## config.mk

```make
export PLATFORM = sky130hd
export DESIGN_NAME = truth_table_sweeper
export DESIGN_NICKNAME = d
export VERILOG_FILES = /design/src/rtl/truth_table_sweeper.sv
export SDC_FILE = /design/constraint.sdc
export NUM_CORES = 1
export LEC_CHECK = 0
export CAP_MARGIN = 10
export CORE_ASPECT_RATIO = 1.2
export CORE_MARGIN = 4
export CORE_UTILIZATION = 47
export DETAILED_ROUTE_END_ITERATION = 6
export MAX_ROUTING_LAYER = met4
export PLACE_DENSITY_LB_ADDON = 0.2
export SLEW_MARGIN = 40
export SYNTH_ARGS = -nofsm -noshare
export SYNTH_HDL_FRONTEND = slang
export SYNTH_SLANG_ARGS = --single-unit
```

## constraint.sdc

```tcl
create_clock -name clk -period 1.8 [get_ports clk]
set_clock_uncertainty 0.1 [all_clocks]
set_input_delay 0.36 -clock clk [delete_from_list [all_inputs] [get_ports clk]]
set_output_delay 0.36 -clock clk [all_outputs]
set_load 0.005 [all_outputs]
```

## src/rtl/truth_table_sweeper.sv

```systemverilog
// Exhaustive 3-input sweep engine: drives {a,b,c}=0..7, settles, samples y,
// compares against EXPECTED and reports per-vector log plus summary results.
module truth_table_sweeper #(
  parameter int          SETTLE_CYCLES = 5,
  parameter logic [7:0]  EXPECTED      = 8'b1110_1000
) (
  input  logic       clk,
  input  logic       rst,
  input  logic       start,
  input  logic       y,
  output logic       a,
  output logic       b,
  output logic       c,
  output logic       busy,
  output logic       done,
  output logic       pass,
  output logic [3:0] mismatch_count,
  output logic       first_fail_valid,
  output logic [2:0] first_fail_vec,
  output logic       log_valid,
  output logic [2:0] log_vec,
  output logic       log_y,
  output logic       log_err
);

  typedef enum logic [1:0] {
    IDLE   = 2'd0,
    SETTLE = 2'd1,
    SAMPLE = 2'd2,
    DONE   = 2'd3
  } state_t;

  localparam logic [7:0] RELOAD = 8'(SETTLE_CYCLES - 1);

  state_t     state_q, state_d;
  logic [2:0] idx_q, idx_d;
  logic [7:0] cnt_q, cnt_d;
  logic       busy_q, busy_d;
  logic       done_q, done_d;
  logic       pass_q, pass_d;
  logic [3:0] mm_q, mm_d;
  logic       ffv_q, ffv_d;
  logic [2:0] ffvec_q, ffvec_d;
  logic       logv_q, logv_d;
  logic [2:0] logvec_q, logvec_d;
  logic       logy_q, logy_d;
  logic       logerr_q, logerr_d;

  logic       err_s;
  logic [3:0] mm_inc_s;

  assign err_s    = y ^ EXPECTED[idx_q];
  assign mm_inc_s = mm_q + {3'b000, err_s};

  // Next-state and next-output logic for the sweep FSM
  always_comb begin
    state_d  = state_q;
    idx_d    = idx_q;
    cnt_d    = cnt_q;
    busy_d   = busy_q;
    done_d   = done_q;
    pass_d   = pass_q;
    mm_d     = mm_q;
    ffv_d    = ffv_q;
    ffvec_d  = ffvec_q;
    logv_d   = 1'b0;
    logvec_d = logvec_q;
    logy_d   = logy_q;
    logerr_d = logerr_q;

    case (state_q)
      IDLE, DONE: begin
        if (start) begin
          state_d = SETTLE;
          idx_d   = 3'd0;
          cnt_d   = RELOAD;
          busy_d  = 1'b1;
          done_d  = 1'b0;
          pass_d  = 1'b0;
          mm_d    = 4'd0;
          ffv_d   = 1'b0;
          ffvec_d = 3'd0;
        end else begin
          state_d = state_q;
        end
      end
      SETTLE: begin
        if (cnt_q == 8'd0) begin
          state_d = SAMPLE;
        end else begin
          cnt_d = cnt_q - 8'd1;
        end
      end
      SAMPLE: begin
        logv_d   = 1'b1;
        logvec_d = idx_q;
        logy_d   = y;
        logerr_d = err_s;
        mm_d     = mm_inc_s;
        if (err_s && !ffv_q) begin
          ffv_d   = 1'b1;
          ffvec_d = idx_q;
        end else begin
          ffv_d   = ffv_q;
        end
        // Vector 7 ends the sweep; idx is never advanced past it
        if (idx_q == 3'd7) begin
          state_d = DONE;
          busy_d  = 1'b0;
          done_d  = 1'b1;
          pass_d  = (mm_inc_s == 4'd0);
        end else begin
          state_d = SETTLE;
          idx_d   = idx_q + 3'd1;
          cnt_d   = RELOAD;
        end
      end
      default: begin
        state_d = IDLE;
        busy_d  = 1'b0;
        done_d  = 1'b0;
      end
    endcase
  end

  // State and output registers with synchronous reset taking priority
  always_ff @(posedge clk) begin
    if (rst) begin
      state_q  <= IDLE;
      idx_q    <= 3'd0;
      cnt_q    <= 8'd0;
      busy_q   <= 1'b0;
      done_q   <= 1'b0;
      pass_q   <= 1'b0;
      mm_q     <= 4'd0;
      ffv_q    <= 1'b0;
      ffvec_q  <= 3'd0;
      logv_q   <= 1'b0;
      logvec_q <= 3'd0;
      logy_q   <= 1'b0;
      logerr_q <= 1'b0;
    end else begin
      state_q  <= state_d;
      idx_q    <= idx_d;
      cnt_q    <= cnt_d;
      busy_q   <= busy_d;
      done_q   <= done_d;
      pass_q   <= pass_d;
      mm_q     <= mm_d;
      ffv_q    <= ffv_d;
      ffvec_q  <= ffvec_d;
      logv_q   <= logv_d;
      logvec_q <= logvec_d;
      logy_q   <= logy_d;
      logerr_q <= logerr_d;
    end
  end

  assign a                = idx_q[2];
  assign b                = idx_q[1];
  assign c                = idx_q[0];
  assign busy             = busy_q;
  assign done             = done_q;
  assign pass             = pass_q;
  assign mismatch_count   = mm_q;
  assign first_fail_valid = ffv_q;
  assign first_fail_vec   = ffvec_q;
  assign log_valid        = logv_q;
  assign log_vec          = logvec_q;
  assign log_y            = logy_q;
  assign log_err          = logerr_q;

endmodule
```

==> flow_summary.yaml <==
yosys:
  synth_common_cells: "dfxtp_1 (31), a21oi_1 (18), nor2_1 (17)"
  synth_area_sq_mm: 0.00155
  yosys_warnings: 0
  synth.most_common_cell: "dfxtp_1"
  synthArstFlopShare: 0
  synthTopCellsByArea: "dfxtp_1 (40%), ha_1 (7.3%), a21oi_1 (5.8%)"
  synth_seq_area_share: 0.401
  synth-main-ff-cell: "dfxtp_1"
  synth_top_area_cell: "dfxtp_1"
  synth_nets: 187
  ys_ff_latch: 31
  synthDistinctLibCells: 44
  syn_area_per_cell_sq_um: 8.89
  synth_edf_count: 0
  synth_cells: 174
  synth_top_area_frac: 0.401
clocking:
  h-tree-depth: 2
  clk_pin_slew_ns: 0.10
  cts_root_buf: "clkbuf_4"
  clkLatencyLatePin_ns: 0.33
  cts_tree: "done"
  cts_buffer_depth: 2
  cts_buffers: 5
  clock-sinks: 31
sta:
  worstMarginPinSlew_ns: 0.332
  period_needed_ns: 1.75
  drv_slew: 0
  setup_viol: 0
  finalCritPeriodShare: 0.971
  fmax_mhz: 572
  fin_setup_tns_ns: 0
  whs_ns: 0.374
  maxSlewHeadroom: 0.777
  rsz0062_at_grt: "yes"
  hold_viol: 0
detailed_routing:
  drt_iter0_drc: 59
  drc_errors: 0
  vias: 1468
  postRouteWirelength_um: 4070
  via_per_inst: 5.76
  dr.pass1.iters: 5
  ant_nets: 0
  avgRoutedWirePerCell_um: 15.9
place:
  port_buffers: 23
  hpwl_um: 2840
  gp_congestion: 0.844
critical_path:
  r2r_slack_ns: 0.05
  crit_required_ns: 1.96
  worstSetupEndpoint: "cnt_q[4]$_SDFFE_PP0P_"
  worstSetupPathType: "reg2reg"
  endpoint_kind: "flip-flop"
  crit_fanout: 4
  startpoint_type: "flip-flop"
  cp.arrival_ns: 1.91
  rr_startpoint: "idx_q[1]$_SDFFE_PP0N_"
  rr_worst_depth: 6
  rr_endpoint: "cnt_q[4]$_SDFFE_PP0P_"
  crit_start: "idx_q[1]$_SDFFE_PP0N_"
power:
  powerDensity_mw_per_mm2: 1270
  ir_drop_v: 0.000845
  p_leak_nw: 0.872
die:
  die_area_sq_mm: 0.00428
  coreArea_sq_mm: 0.00311
  initial_core_util: 0.497
  ioPinCount: 24
  die_h_um: 70.8
  row_count: 22
  die_w_um: 60.4
cells_and_area:
  syn_to_final_growth_pct: 40.9
  post-route-util: 0.701
  multiInputGateArea_sq_um: 992
  seqCellArea_sq_um: 631
  nets: 231
  antennaDiodeCount: 0
  fillers: 259
  drive_above_1_share: 0.311
run:
  max-cap-violations: 0
global_route:
  grt_overflow_total: 0
  grt_start_max_net_pins: 16
  grt_usage: 0.209
  grt_pass1_wl_um: 6720
  antenna_found_initial: 0
  grt_pass1_vias: 1497
hold_path:
  holdPathStages: 2
  min-delay-path-class: "reg2reg"
status:
  status: "finished clean"
==> what timing repair did <==
item / 4_1_cts / 5_1_grt
pin swaps: 3 / 6
resized for setup: 7 / 29
setup endpoints to repair: 7 / 11
setup buffers: 1 / 2
hold buffers: 0 / 0
==> worst max-delay path: stages (launching register included) <==
cell and delay (ns):
dfxtp_2 0.35, ha_4 0.16, ha_4 0.16, and2_4 0.18, nor3_4 0.13, or4b_4 0.48, a21oi_2 0.13
==> metrics by stage <==
| stage | cells | power (W) | worst slack (ns) | cell area (sq um) |
|---|---|---|---|---|
| floorplan | 174 | 0.00172 | 0.00969 | 1570 |
| global placement | 244 | 0.00199 | -0.408 | 1940 |
| detailed placement | 244 | 0.00205 | -0.535 | 1940 |
| CTS | 253 | 0.00256 | 0.00899 | 2040 |
| global route | 255 | 0.00296 | -0.0380 | 2180 |
| finish | 255 | 0.00276 | 0.0531 | 2180 |
==> placed cells by master, fill, tap and decap left out, types with 2 or more instances in the layout <==
cell             count
nor2_1              17
nor2b_4              2
dfxtp_1             23
and2_1               3
dfxtp_2              8
or3_1                3
nand2_1              6
a32oi_1              3
ha_4                 5
dlymetal6s2s_1       2
buf_4               22
nor3_1               3
inv_2                2
clkbuf_4             5
nor4_2               3
a211oi_1             2
or4b_4               2
a21oi_1             16
o41ai_2              2
dlygate4sd2_1        2
clkdlybuf4s50_1     19
o21ai_0             11
ha_1                 4
o31ai_1              2
nand4_1              6
a21oi_2              2
nand3_1              4
clkbuf_8             2
mux2i_1              5
inv_1                7
==> where the power goes <==
part	internal, W	switching [W]
clock	0.000230	0.000238
combinational	0.000680	0.000705
sequential	0.000796	0.000112
==> cells by family (layout without fill, tap and decap cells) <==
| kind of cell | Yosys count | count (layout) | synth area share |
|---|---|---|---|
| AO/OA/AOI/OAI | 48 | 48 | 0.196 |
| XOR/XNOR | 2 | 2 | 0.0113 |
| adder cells (fa/ha/maj) | 9 | 9 | 0.0728 |
| buffers and inverters | 18 | 63 | 0.0558 |
| flip-flops | 31 | 31 | 0.401 |
| multiplexers | 6 | 6 | 0.0396 |
| AND/OR/NAND/NOR | 60 | 60 | 0.223 |
==> registers in the layout (all words and copies together), names as in the netlist, named ones only <==
register,count
first_fail_valid,1
state_q,2
log_valid,1
done,1
pass,1
mismatch_count,4
log_err,1
busy,1
idx_q,3
first_fail_vec,3
cnt_q,8
log_y,1
log_vec,3
==> how the worst min path moves through the flow <==
stage | from | to
after floorplan | busy$_SDFFE_PP0P_ | busy$_SDFFE_PP0P_
after global placement | busy$_SDFFE_PP0P_ | busy$_SDFFE_PP0P_
after detailed placement | busy$_SDFFE_PP0P_ | busy$_SDFFE_PP0P_
after CTS | busy$_SDFFE_PP0P_ | busy$_SDFFE_PP0P_
after global routing | busy$_SDFFE_PP0P_ | busy$_SDFFE_PP0P_
final | busy$_SDFFE_PP0P_ | busy$_SDFFE_PP0P_
==> layer usage <==
metal | up-vias | track usage | share of wire
met5 | - | - | 0
met4 | 0 | 0.0665 | 0.015
met3 | 9 | 0.0529 | 0.038
met2 | 40 | 0.361 | 0.55
met1 | 701 | 0.227 | 0.39
li1 | 718 | - | -
==> area by class of cell <==
class,instances,area share
Clock buffer,8,0.0316
Inverter,9,0.0155
Tap cell,36,0.0207
Multi-Input combinational cell,125,0.455
Timing Repair Buffer,46,0.188
Sequential cell,31,0.289
Note: power is estimated with default switching activity, not from simulation.
